[config.mk]
export PLATFORM = sky130hd
export DESIGN_NAME = if_id_fetch_queue
export DESIGN_NICKNAME = d
export VERILOG_FILES = /design/src/rtl/pipe_pkg.sv /design/src/rtl/if_id_fetch_queue_ctrl.sv /design/src/rtl/if_id_fetch_queue.sv
export SDC_FILE = /design/constraint.sdc
export NUM_CORES = 1
export LEC_CHECK = 0
export CORE_MARGIN = 2
export CORE_UTILIZATION = 30
export DETAILED_ROUTE_END_ITERATION = 8
export DONT_BUFFER_PORTS = 1
export GPL_TIMING_DRIVEN = 0
export SLEW_MARGIN = 5
export SYNTH_ARGS = -nofsm -noshare
export SYNTH_HDL_FRONTEND = slang
export SYNTH_SLANG_ARGS = --single-unit
[constraint.sdc]
create_clock -name clk -period 5.4 [get_ports clk]
set_clock_uncertainty 0.15 [all_clocks]
set_input_delay 1.62 -clock clk [delete_from_list [all_inputs] [get_ports clk]]
set_output_delay 1.62 -clock clk [all_outputs]
set_load 0.05 [all_outputs]
[src/rtl/pipe_pkg.sv]
// Shared pipeline types and defaults for the IF->ID fetch queue.
// Entry layout and the push/pop operation encoding used by the queue control.
package pipe_pkg;

  localparam int PIPE_XLEN        = 32;
  localparam int FQ_DEPTH_DEFAULT = 4;

  typedef struct packed {
    logic [PIPE_XLEN-1:0] pc;
    logic [PIPE_XLEN-1:0] npc;
    logic [PIPE_XLEN-1:0] ir;
  } fetch_entry_t;

  // Bit 0 = push, bit 1 = pop; SWAP keeps occupancy while both pointers advance.
  typedef enum logic [1:0] {
    FQ_HOLD = 2'b00,
    FQ_PUSH = 2'b01,
    FQ_POP  = 2'b10,
    FQ_SWAP = 2'b11
  } fq_op_e;

  function automatic fq_op_e fq_op(input logic push, input logic pop);
    return fq_op_e'({pop, push});
  endfunction

endpackage

[src/rtl/if_id_fetch_queue_ctrl.sv]
// Pointer and occupancy control for the fetch queue.
// Decides push/pop from the registered count; a taken branch clears everything.
module if_id_fetch_queue_ctrl
  import pipe_pkg::*;
#(
  parameter int DEPTH = FQ_DEPTH_DEFAULT,
  localparam int PW   = $clog2(DEPTH),
  localparam int CW   = $clog2(DEPTH + 1)
) (
  input  logic          clk,
  input  logic          rst,
  input  logic          fetch_valid,
  input  logic          flush,
  input  logic          id_ready,
  output logic          push,
  output logic          pop,
  output logic [PW-1:0] wr_ptr,
  output logic [PW-1:0] rd_ptr_next,
  output logic [CW-1:0] count,
  output logic [CW-1:0] count_next,
  output logic          full
);

  localparam logic [CW-1:0] FULL_COUNT = CW'(DEPTH);

  logic [PW-1:0] wr_ptr_reg, wr_ptr_next;
  logic [PW-1:0] rd_ptr_reg;
  logic [CW-1:0] count_reg;
  logic          empty;

  assign full  = (count_reg == FULL_COUNT);
  assign empty = (count_reg == '0);

  // Push is refused while full even if a pop frees a slot the same cycle.
  assign push = fetch_valid && !full && !flush;
  assign pop  = id_ready && !empty && !flush;

  always_comb begin
    wr_ptr_next = wr_ptr_reg;
    rd_ptr_next = rd_ptr_reg;
    count_next  = count_reg;
    if (flush) begin
      wr_ptr_next = '0;
      rd_ptr_next = '0;
      count_next  = '0;
    end else begin
      unique case (fq_op(push, pop))
        FQ_PUSH: begin
          wr_ptr_next = wr_ptr_reg + PW'(1);
          count_next  = count_reg + CW'(1);
        end
        FQ_POP: begin
          rd_ptr_next = rd_ptr_reg + PW'(1);
          count_next  = count_reg - CW'(1);
        end
        FQ_SWAP: begin
          wr_ptr_next = wr_ptr_reg + PW'(1);
          rd_ptr_next = rd_ptr_reg + PW'(1);
        end
        default: ;
      endcase
    end
  end

  always_ff @(posedge clk or negedge rst) begin
    if (!rst) begin
      wr_ptr_reg <= '0;
      rd_ptr_reg <= '0;
      count_reg  <= '0;
    end else begin
      wr_ptr_reg <= wr_ptr_next;
      rd_ptr_reg <= rd_ptr_next;
      count_reg  <= count_next;
    end
  end

  assign wr_ptr = wr_ptr_reg;
  assign count  = count_reg;

  a_count_bound: assert property (@(posedge clk) disable iff (!rst) count_reg <= FULL_COUNT);

endmodule

[src/rtl/if_id_fetch_queue.sv]
// Fetch queue between IF and ID: buffers {PC, NPC, IR} and presents the oldest
// entry to decode through a registered head; flushed by a taken branch in EX.
module if_id_fetch_queue
  import pipe_pkg::*;
#(
  parameter int DEPTH = FQ_DEPTH_DEFAULT,
  parameter int XLEN  = PIPE_XLEN,
  localparam int PW   = $clog2(DEPTH),
  localparam int CW   = $clog2(DEPTH + 1)
) (
  input  logic            clk,
  input  logic            rst,
  input  logic [XLEN-1:0] if_PC_in,
  input  logic [XLEN-1:0] if_NPC_in,
  input  logic [XLEN-1:0] if_IR_in,
  input  logic            if_valid_inst_in,
  input  logic            ex_take_branch_in,
  input  logic            id_ready_in,
  output logic            if_stall_out,
  output logic [XLEN-1:0] id_PC_out,
  output logic [XLEN-1:0] id_NPC_out,
  output logic [XLEN-1:0] id_IR_out,
  output logic            id_valid_inst_out,
  output logic [CW-1:0]   fq_count_out
);

  typedef struct packed {
    logic [XLEN-1:0] pc;
    logic [XLEN-1:0] npc;
    logic [XLEN-1:0] ir;
  } entry_t;

  entry_t mem [DEPTH];

  entry_t        wr_entry;
  entry_t        head_reg, head_next;
  logic          head_valid_reg, head_valid_next;
  logic          push, pop, full;
  logic [PW-1:0] wr_ptr, rd_ptr_next;
  logic [CW-1:0] count, count_next;

  if_id_fetch_queue_ctrl #(.DEPTH(DEPTH)) u_ctrl (
    .clk         (clk),
    .rst         (rst),
    .fetch_valid (if_valid_inst_in),
    .flush       (ex_take_branch_in),
    .id_ready    (id_ready_in),
    .push        (push),
    .pop         (pop),
    .wr_ptr      (wr_ptr),
    .rd_ptr_next (rd_ptr_next),
    .count       (count),
    .count_next  (count_next),
    .full        (full)
  );

  assign wr_entry = '{pc: if_PC_in, npc: if_NPC_in, ir: if_IR_in};

  always_ff @(posedge clk) begin
    if (push) begin
      mem[wr_ptr] <= wr_entry;
    end
  end

  // The new head is the word being written only when the queue is otherwise
  // drained after this cycle's pop; a full queue never accepts a push.
  always_comb begin
    head_next       = '0;
    head_valid_next = 1'b0;
    if (count_next != '0) begin
      head_valid_next = 1'b1;
      if (push && (rd_ptr_next == wr_ptr)) begin
        head_next = wr_entry;
      end else begin
        head_next = mem[rd_ptr_next];
      end
    end
  end

  always_ff @(posedge clk or negedge rst) begin
    if (!rst) begin
      head_reg       <= '0;
      head_valid_reg <= 1'b0;
    end else begin
      head_reg       <= head_next;
      head_valid_reg <= head_valid_next;
    end
  end

  assign id_PC_out         = head_reg.pc;
  assign id_NPC_out        = head_reg.npc;
  assign id_IR_out         = head_reg.ir;
  assign id_valid_inst_out = head_valid_reg;
  assign if_stall_out      = full;
  assign fq_count_out      = count;

  a_no_push_stalled: assert property (@(posedge clk) disable iff (!rst) if_stall_out |-> !push);
  a_valid_matches:   assert property (@(posedge clk) disable iff (!rst)
                                      id_valid_inst_out == (fq_count_out != '0));

endmodule

# After elaboration in Yosys (flattened, before gate mapping)
# Memory sizes are Yosys's and may differ from the RTL's.
# Index checks and enable logic that the tools add are counted.
# word_totals
memories	1
out_inout_bits	101
mem_bits_rw	384
word_cells	41
ff_bits	104
inputBits	101
# memory_table
memory	words	word_bits	read_ports	rd_ports_with_merged_regs	wr	line	source
mem	4	96	1	0	1	if_id_fetch_queue.sv:33	entry_t mem [DEPTH];
# op_classes
muxes	11
n_reduce_logical	13
eq_ne	5
addsub	4
# ops
cell	count
$mux 96	2
$mux 2	4
$pmux 3 s2	1
$logic_and 1x1->1	5
$add 2x1->2 const B	2
$eq 2x2->1 const B	2
$reduce_or 2->1	2
$add 3x1->3 const B	1
$eq 3x3->1 const B	1
$logic_not 1->1	3
$logic_not 3->1	1
$mux 1	3
$mux 3	1
$reduce_bool 3->1	1
$sub 3x1->3 const B	1
$eq 2x1->1 const B	1
$eq 2x2->1	1
$reduce_bool 2->1	1

# Depth between registers and ports, before layout
# Gate-level depths: netlist of run 1.
# depth
depth_word	12
mapped_depth	13
depth_no_buf	10

# Cells and area by module
# A second synthesis of run 1 with hierarchy kept.
# unflattened
cells_unflattened	1006
hier_area_um2	18814.3
# modules_own_cells
mod	seq_area_each_um2	area_each_um2	cells_each	n_inst
if_id_fetch_queue	13958.4	18417.7	970	1
if_id_fetch_queue_ctrl	175.2	396.6	36	1

# Worst setup path after synthesis of run 1
# No wires, ideal clock.
# synth_timing
kind	input -> register
from	input port if_valid_inst_in
to	memory mem[2][0] (netlist bit), enable pin
t_arrival_ns	4.346
t_required_ns	4.784
path_buffers	0
path_stages	4
setup_slack_ns	0.439
setup_ns	0.466
cell_sequence	nand2b_1 or2_2 inv_2 and2_1
# synth_via
elab_chain_len	4
# synth_lines
element	line	source
start, declared	if_id_fetch_queue.sv:16	input logic if_valid_inst_in,
$logic_and 1x1->1 (2 in series)	if_id_fetch_queue_ctrl.sv:35	assign push = fetch_valid && !full && !flush;
$mux 1	if_id_fetch_queue.sv:60	if (push) begin
$mux 1 (not written as such)	if_id_fetch_queue.sv:61	mem[wr_ptr] <= wr_entry;
end, declared	if_id_fetch_queue.sv:33	
# Every way passes these cells.

==> flow_metrics.tcl, run 1 <==
set metrics [dict create \
    outcome "complete, no violations" \
    hold_buffers 0 \
    rsz0062_at_grt "no" \
    wl_um 46210 \
    start_util 0.3049 \
    ys_ff_latch 488 \
    io_pins 202 \
    syn_avg_cell_area_um2 18.62 \
    criticalPathCategory "reg2reg" \
    final_max_slew_viol_count 0 \
    drtIter0Drc 770 \
    period_share 0.9177 \
    final_common_cell "edfxtp_1" \
    cp_data_arrival_time_ns 5.28 \
    whs_ns 0.5419 \
    yosysWarningCount 0 \
    r2r-start "u_ctrl.count[2]$_DFF_PN0_" \
    crit_start "u_ctrl.count[2]$_DFF_PN0_" \
    cellPowerDensity_mw_per_mm2 426.1 \
    r2r_cells 11 \
    hold_viol_final 0 \
    post-dp-hpwl_um 28010 \
    clockPowerShare 0.396 \
    critical_path_buf_inv_count 2 \
    min_to "u_ctrl.wr_ptr[1]$_DFFE_PN0P_" \
    layout_common_cells "edfxtp_1 (384), dfrtp_1 (104), a21oi_1 (97)" \
    place_area_mm2 0.01970 \
    routabilityCongestion 0.7240 \
    cts_sinks 488 \
    io_buffers 0 \
    largest_register_ffs 384 \
    worst_pin_slew_ns 0.7781 \
    grt_pass1_wl_um 67250 \
    die_h_um 252.2 \
    clkLatencyLatePin_ns 0.60 \
    sw_frac_of_total 0.2688 \
    min_period_ns 4.955 \
    power_leakage_uw 0.007307 \
    die_w_um 252.2 \
    syn_area_mm2 0.01847 \
    ys_seq_area_frac 0.7651 \
    slowest_delay_ns 0.69 \
    power_frac_seq 0.527 \
    worstPathMaxFanout 10 \
    cts_buffers 53 \
    ff2ff_setup_slack_ns 0.44 \
    hp-class "reg2reg" \
    drive_gt1_frac 0.2016 \
    die_area_mm2 0.06358 \
    synth_fp_nets 1100 \
    synth_cells 992 \
    p_sw_uw 2460 \
    grt_max_degree 105 \
    antenna_found_initial 0 \
    clk_pin_slew_ns 0.06 \
    synth_cell_types 36 \
    cts_tree "yes" \
    htreeDepth 2 \
    postRouteAntennaNets 0 \
    max_freq_ghz 0.2018 \
    relSlewSlack 0.4812 \
    design_area_mm2 0.02148 \
    first_pass_iters 5 \
    cap_violations 0 \
    coreArea_mm2 0.06058 \
    layout.nets 1164 \
    grt_util_all_layers 0.1440 \
    grt-ovfl-total 0 \
    required_ns 5.72 \
    p_int_uw 6692 \
    routedWlPerCell_um 24.54 \
    post-route-drc-count 0 \
    num_vias 9522 \
    worst_r2r_endpoint "id_NPC_out[26]$_DFF_PN0_" \
    min-delay-start "u_ctrl.wr_ptr[1]$_DFFE_PN0P_" \
    grt_pass1_vias 10040 \
    dp_slack_ns -0.3011 \
    cp-end-kind "flip-flop" \
    peakVddDrop_mv 0.2763 \
    power_frac_comb 0.077 \
    root_buffer "clkbuf_16" \
    holdPathStages 2 \
    crit_chain "nor3b_4 > nand2b_1 > or2_2 > ha_1 > o21a_2 > mux2i_4 > xnor2_2 > clkbuf_1 > buf_1 > o21ai_1 > a21oi_1" \
    area_delta_synth_final_pct 16.25 \
    setup_violations 0 \
    critical_path.top_delay_family "simple AND/OR/NAND/NOR gates" \
    cp-start-kind "flip-flop" \
    n_antenna_cell 0 \
    cts_buffer_depth 3 \
    cp.depth 11 \
    cp_slowest_cell "dfrtp_1" \
    viasPerCell 5.057 \
    regMostFlops "mem" \
    rows 90 \
    worst_slack_ns 0.4447 \
    p_total_uw 9152 \
]
worst register-to-register path, delay by kind of cell (launching register included):
| kind | cells | cell delay (ns) |
|---|---|---|
| mux | 1 | 0.56 |
| fa+ha+maj | 1 | 0.26 |
| compound gates | 3 | 0.67 |
| simple gates | 3 | 1.10 |
| xor+xnor | 1 | 0.33 |
| buf+inv | 2 | 1.09 |
| flops | 1 | 0.69 |
cells in the mapped netlist:
cell type / number / share of area
o31ai_1: 1 / 0.00041
o21ai_0: 57 / 0.015
and3_1: 1 / 0.00034
buf_6: 1 / 0.00061
xnor2_2: 1 / 0.00088
or2_2: 1 / 0.00034
inv_2: 1 / 0.00020
o21a_2: 1 / 0.00047
nand2b_1: 1 / 0.00034
ha_1: 6 / 0.0041
mux4_2: 96 / 0.12
o21ai_1: 40 / 0.011
buf_1: 9 / 0.0018
edfxtp_1: 384 / 0.62
clkbuf_1: 38 / 0.0077
buf_12: 3 / 0.0033
inv_1: 5 / 0.0010
xnor2_1: 3 / 0.0014
buf_4: 1 / 0.00041
nor3_1: 3 / 0.00081
or4_1: 1 / 0.00041
fa_1: 1 / 0.0011
and2_1: 4 / 0.0014
mux2i_4: 1 / 0.0012
buf_8: 1 / 0.00081
nor2_1: 5 / 0.0010
or3_1: 2 / 0.00068
dfrtp_1: 104 / 0.14
nor2b_1: 1 / 0.00034
mux2i_1: 2 / 0.0011
xor2_1: 1 / 0.00047
nand3_1: 96 / 0.026
nor3b_1: 2 / 0.00081
a21oi_1: 97 / 0.026
nand3_2: 1 / 0.00054
buf_2: 20 / 0.0054
stage by stage:
| step | util | instances | TNS (ns) |
|---|---|---|---|
| after floorplan | - | 992 | 0 |
| after global placement | 0.3211 | 1774 | -840.61 |
| after detailed placement | 0.3251 | 1783 | -5.127 |
| after CTS | 0.3544 | 1883 | 0 |
| after global routing | 0.3545 | 1883 | 0 |
| final | 0.3545 | 1883 | 0 |
how the worst max path moves through the flow:
stage / to / slack [ns]
global placement: mem[1][79]$_DFFE_PP_ / -2.05
detailed placement: id_NPC_out[26]$_DFF_PN0_ / -0.30
CTS: id_NPC_out[26]$_DFF_PN0_ / 0.13
floorplan: mem[2][0]$_DFFE_PP_ / 0.44
finish: id_NPC_out[26]$_DFF_PN0_ / 0.44
global route: id_PC_out[11]$_DFF_PN0_ / 0.16
per-layer routing:
metal,GRT usage,vias to the layer above,share of wire
li1,-,4074,-
met3,0.04552,48,0.081
met2,0.2369,315,0.49
met4,0.03364,0,0.015
met5,0,-,0
met1,0.1862,5085,0.42
cell families after synthesis:
| logic type | Yosys count | share of synthesized area |
|---|---|---|
| flops | 488 | 0.7651 |
| fa+ha+maj | 7 | 0.005147 |
| mux | 99 | 0.1193 |
| buf+inv | 79 | 0.02127 |
| compound gates | 196 | 0.05344 |
| xor+xnor | 5 | 0.002777 |
| simple gates | 118 | 0.03298 |
what timing repair did:
item / CTS / global route
gates resized for setup: 1 / 1
hold endpoints to repair: 0 / 0
buffers inserted: 0 / 0
endpoints found under the setup margin: 24 / 7
power by group through the flow:
stage                     registers (uW)  clock network (uW)  logic [uW]
after floorplan                     4870                   0         459
after global placement              4910                   0         699
after detailed placement            4900                   0         719
after CTS                           4820                3740         725
after global routing                4840                3880         769
final                               4820                3630         706
cell type report:
type / count / area [um^2]
Buffer: 73 / 370.4
Clock inverter: 21 / 186.4
Fill cell: 5690 / 39110
Tap cell: 782 / 978.4
Clock buffer: 79 / 1580
Timing Repair Buffer: 9 / 224.0
Sequential cell: 488 / 14130
Multi-Input combinational cell: 425 / 3981
Inverter: 6 / 22.52
No activity file was read; power rests on OpenSTA's default activity.
==> run 2: changes to the inputs <==
CORE_MARGIN = 3   (was 2)
==> run 2 against run 1 <==
  * Fmax decreased by 1.5%
  * Utilization increased by 0.28 points
  * Non-clock buffer count unchanged
  * Wire length decreased by 0.80%
  * Critical path type unchanged
  * Critical endpoint is now id_PC_out[21]$_DFF_PN0_
==> flow_metrics.tcl, run 2 (same netlist as run 1, synthesis figures left out) <==
set metrics [dict create \
    grt_pass1_wl_um 67360 \
    regMostFlops "mem" \
    io_pins 202 \
    clk_pin_slew_ns 0.06 \
    start_util 0.3049 \
    min_period_ns 5.031 \
    routedWlPerCell_um 24.33 \
    final_max_slew_viol_count 0 \
    viasPerCell 5.005 \
    layout.nets 1164 \
    rsz0062_at_grt "no" \
    post-dp-hpwl_um 28260 \
    first_pass_iters 4 \
    whs_ns 0.5748 \
    setup_violations 0 \
    hp-class "reg2reg" \
    power_frac_seq 0.512 \
    drive_gt1_frac 0.2116 \
    die_area_mm2 0.06459 \
    grt_max_degree 105 \
    hold_buffers 0 \
    coreArea_mm2 0.06058 \
    hold_viol_final 0 \
    cp-start-kind "flip-flop" \
    largest_register_ffs 384 \
    wl_um 45840 \
    peakVddDrop_mv 0.2783 \
    rows 90 \
    worst_slack_ns 0.3695 \
    relSlewSlack 0.4729 \
    dp_slack_ns -0.2582 \
    drtIter0Drc 693 \
    cts_tree "yes" \
    grt_pass1_vias 10090 \
    routabilityCongestion 0.7185 \
    cts_buffer_depth 3 \
    required_ns 5.72 \
    root_buffer "clkbuf_16" \
    worst_pin_slew_ns 0.7906 \
    cp_data_arrival_time_ns 5.35 \
    clkLatencyLatePin_ns 0.59 \
    htreeDepth 2 \
    num_vias 9430 \
    criticalPathCategory "reg2reg" \
    io_buffers 0 \
    postRouteAntennaNets 0 \
    fill_cells 5636 \
    layout_common_cells "edfxtp_1 (384), dfrtp_1 (104), a21oi_1 (97)" \
    p_int_uw 6945 \
    power_frac_comb 0.074 \
    period_share 0.9316 \
    max_freq_ghz 0.1988 \
    post-route-drc-count 0 \
    area_delta_synth_final_pct 17.17 \
    cts_buffers 53 \
    cts_sinks 488 \
    die_w_um 254.2 \
    sw_frac_of_total 0.2633 \
    p_sw_uw 2483 \
    outcome "complete, no violations" \
    grt-ovfl-total 0 \
    final_common_cell "edfxtp_1" \
    antenna_found_initial 1 \
    power_leakage_uw 0.007386 \
    cp-end-kind "flip-flop" \
    worstPathMaxFanout 10 \
    cap_violations 0 \
    clockPowerShare 0.414 \
    cellPowerDensity_mw_per_mm2 435.6 \
    grt_util_all_layers 0.1419 \
    die_h_um 254.2 \
]
-- run 2: final cells by class --
| cell class | instances | area (um^2) | area share |
|---|---|---|---|
| inverters | 6 | 22.52 | 0.001040 |
| flip-flops and latches | 488 | 14130 | 0.6529 |
| repair buffers | 9 | 231.5 | 0.01069 |
| clock buffers | 74 | 1528 | 0.07058 |
| well taps | 782 | 978.4 | 0.04520 |
| diodes | 1 | 2.502 | 0.0001156 |
| multi-input cells | 425 | 3981 | 0.1839 |
| clock inverters | 26 | 397.9 | 0.01838 |
| plain buffers | 73 | 370.4 | 0.01711 |
-- run 2: worst max-delay path, stage by stage (launching register included) --
cell      delay, ns
dfrtp_1        0.74
nor3b_4        0.63
nand2b_1       0.32
or2_2          0.18
inv_2          0.07
ha_1           0.19
o21a_2         0.24
mux2i_4        0.30
xnor2_2        0.59
clkbuf_1       0.55
buf_1          0.53
o21ai_1        0.11
a21oi_1        0.30
-- run 2: path summary, 6_finish.rpt --
path	startpoint	end	slack, ns	cells after the start
worst min-delay path	u_ctrl.wr_ptr[1]$_DFFE_PN0P_	u_ctrl.wr_ptr[1]$_DFFE_PN0P_	0.57	2
max in group asynchronous	rst	id_IR_out[26]$_DFF_PN0_	4.27	0
min in group asynchronous	rst	id_PC_out[23]$_DFF_PN0_	0.58	0
worst max-delay path	u_ctrl.count[2]$_DFF_PN0_	id_PC_out[21]$_DFF_PN0_	0.37	12
worst max register to register	u_ctrl.count[2]$_DFF_PN0_	id_PC_out[21]$_DFF_PN0_	0.37	12
worst min register to register	u_ctrl.wr_ptr[1]$_DFFE_PN0P_	u_ctrl.wr_ptr[1]$_DFFE_PN0P_	0.57	2
-- run 2: timing repair --
item / CTS / global route
gates cloned: 0 / 0
endpoints found under the setup margin: 31 / 31
setup buffers: 0 / 0
gates resized for setup: 1 / 1
-- run 2: power by group through the flow --
stage	logic [uW]	clock network (uW)	registers, uW
3_3_place_gp	686	0	4920
5_1_grt	771	4190	4850
4_1_cts	719	4030	4830
6_report	696	3910	4830
2_1_floorplan	459	0	4870
3_5_place_dp	713	0	4910
-- run 2: stage by stage --
| stage | instances | power [uW] | area (um^2) | util | setup TNS (ns) |
|---|---|---|---|---|---|
| finish | 1884 | 9428 | 21650 | 0.3573 | 0 |
| global route | 1883 | 9803 | 21640 | 0.3572 | 0 |
| CTS | 1883 | 9579 | 21640 | 0.3571 | 0 |
| detailed placement | 1783 | 5620 | 19700 | 0.3252 | -5.635 |
| global placement | 1774 | 5610 | 19450 | 0.3211 | -805.18 |
| floorplan | 992 | 5330 | 18470 | - | 0 |
-- run 2: per-layer routing --
layer  GRT usage  vias to the layer above  routed length, um
met4     0.03326                        0                826
met1      0.1767                     4956              18290
met3     0.05017                       66               4098
met5           0                        -                  0
met2      0.2385                      312              22630
li1            -                     4096                  -
==> run 3: changes to the inputs <==
==> constraint.sdc (replaced) <==
create_clock -name clk -period 5.4 [get_ports clk]
set_clock_uncertainty 0.15 [all_clocks]
set_input_delay 0.54 -clock clk [delete_from_list [all_inputs] [get_ports clk]]
set_output_delay 0.54 -clock clk [all_outputs]
set_load 0.05 [all_outputs]
==> run 3 against run 2 <==
  * Worst hold slack got worse by 0.48 ns
  * Combinational power grew 17%
  * Setup slack better by 0.0043 ns
  * Via count is 4.5% higher
  * Fmax about the same
  * First-iteration DRC count fell by 2.7%
  * Critical path depth is the same
  * Flip-flop and latch count did not move
  * Total power grew 1.3%
  * Die area unchanged
  * Clock power is essentially flat
  * Clock-buffer cell count did not move
  * Critical path type unchanged
  * Highest routed layer is now met5
==> flow_metrics.tcl, run 3 (same netlist as run 1, synthesis figures left out) <==
set metrics [dict create \
    drtIter0Drc 674 \
    post-dp-hpwl_um 28260 \
    dp_slack_ns -0.1742 \
    wl_um 46440 \
    dp_cells 1783 \
    die_w_um 254.2 \
    drive_gt1_frac 0.1952 \
    regMostFlops "mem" \
    min_period_ns 5.026 \
    io_pins 202 \
    r2r_cells 12 \
    required_ns 5.72 \
    largest_register_ffs 384 \
    hold_viol_final 0 \
    first_pass_iters 5 \
    grt_util_all_layers 0.1434 \
    area_delta_synth_final_pct 22.64 \
    clkLatencyLatePin_ns 0.59 \
    period_share 0.9308 \
    start_util 0.3049 \
    layout.nets 1262 \
    cp-end-kind "flip-flop" \
    utilization 0.3740 \
    root_buffer "clkbuf_16" \
    criticalPathCategory "reg2reg" \
    io_buffers 0 \
    stdcell_count 1987 \
    cellPowerDensity_mw_per_mm2 421.4 \
    max_freq_ghz 0.1990 \
    outcome "complete, no violations" \
    grt-ovfl-total 0 \
    cp-start-kind "flip-flop" \
    postRouteAntennaNets 0 \
    htreeDepth 2 \
    final_max_slew_viol_count 0 \
    routedWlPerCell_um 23.37 \
    worst_slack_ns 0.3737 \
    clk_pin_slew_ns 0.06 \
    relSlewSlack 0.4770 \
    cts_sinks 488 \
    tns_ns 0 \
    hp-class "in2reg" \
    cts_buffer_depth 3 \
    viasPerCell 4.959 \
    power_leakage_uw 0.007803 \
    antenna_found_initial 7 \
    setup_violations 0 \
    post-route-drc-count 0 \
    peakVddDrop_mv 0.2773 \
    worstPathMaxFanout 10 \
    layout_common_cells "edfxtp_1 (384), dfrtp_1 (104), a21oi_1 (97), dlygate4sd3_1 (97)" \
    cap_violations 0 \
    rsz0062_at_grt "no" \
    holdPathStages 2 \
    cts_tree "yes" \
    routabilityCongestion 0.7185 \
    cts_buffers 53 \
    coreArea_mm2 0.06058 \
    grt_pass1_wl_um 68570 \
    die_area_mm2 0.06459 \
    grt_max_degree 105 \
    final_common_cell "edfxtp_1" \
    num_vias 9854 \
    worst_pin_slew_ns 0.7844 \
    die_h_um 254.2 \
    grt_pass1_vias 10480 \
    cp_data_arrival_time_ns 5.34 \
    rows 90 \
]
## run 3: changes by cell type in the layout (fill, tap and decap cells not counted)
cell and delta:
diode_2 +5, buf_16 +1, dlygate4sd3_1 +97
## run 3: path summary, 6_finish.rpt
path                                               from                            to  slack [ns]
min in group asynchronous                           rst       id_PC_out[26]$_DFF_PN0_        0.43
max in group asynchronous                           rst       id_NPC_out[6]$_DFF_PN0_        4.15
max                           u_ctrl.count[2]$_DFF_PN0_       id_PC_out[21]$_DFF_PN0_        0.37
min reg2reg                u_ctrl.wr_ptr[1]$_DFFE_PN0P_  u_ctrl.wr_ptr[1]$_DFFE_PN0P_        0.58
max reg2reg                   u_ctrl.count[2]$_DFF_PN0_       id_PC_out[21]$_DFF_PN0_        0.37
min                                   ex_take_branch_in  u_ctrl.wr_ptr[0]$_DFFE_PN0P_         0.1
## run 3: metrics by stage
stage                     hold slack, ns  cell area, um^2  total power, uW
after floorplan                  0.09441            18470             5330
after detailed placement         0.09756            19700             5620
after global routing             0.09197            22640             9934
final                            0.09891            22660             9547
after CTS                        0.06064            22640             9699
after global placement           0.09768            19450             5610
## run 3: worst max-delay path: stages, from the launching register on
cell and delay, ns:
dfrtp_1 0.74, nor3b_4 0.63, nand2b_1 0.32, or2_2 0.18, inv_2 0.07, ha_1 0.19, o21a_2 0.24, mux2i_4 0.30
xnor2_2 0.59, clkbuf_1 0.54, buf_1 0.55, o21ai_1 0.11, a21oi_1 0.29
## run 3: final cells by class
type                            instances  area (um^2)
Clock buffer                           74         1528
Antenna cell                            6        15.01
Multi-Input combinational cell        425         3981
Inverter                                6        22.52
Clock inverter                         26        397.9
Timing Repair Buffer                  107         1230
Sequential cell                       488        14130
Fill cell                            5579        37930
Tap cell                              782        978.4
Buffer                                 73        370.4
## run 3: timing repair
item / 4_1_cts / 5_1_grt
endpoints found under the setup margin: 31 / 31
cloned: 0 / 0
buffers inserted: 0 / 0
hold buffers: 98 / 0
endpoints found under the hold margin: 584 / 0
gates resized for setup: 1 / 1
## run 3: power by group
group / total [uW] / internal (uW) / switching [uW]
Sequential: 4820 / 4280 / 548
Combinational: 815 / 299 / 517
Clock: 3910 / 2420 / 1490
Total: 9550 / 6990 / 2550
## run 3: metal layers
layer  up-vias  track usage  part of all wire
li1       4303            -                 -
met1      5151       0.1848              0.41
met2       320       0.2415              0.50
met3        74      0.04038             0.071
met4         6      0.03391             0.019
met5         -            0           0.00088
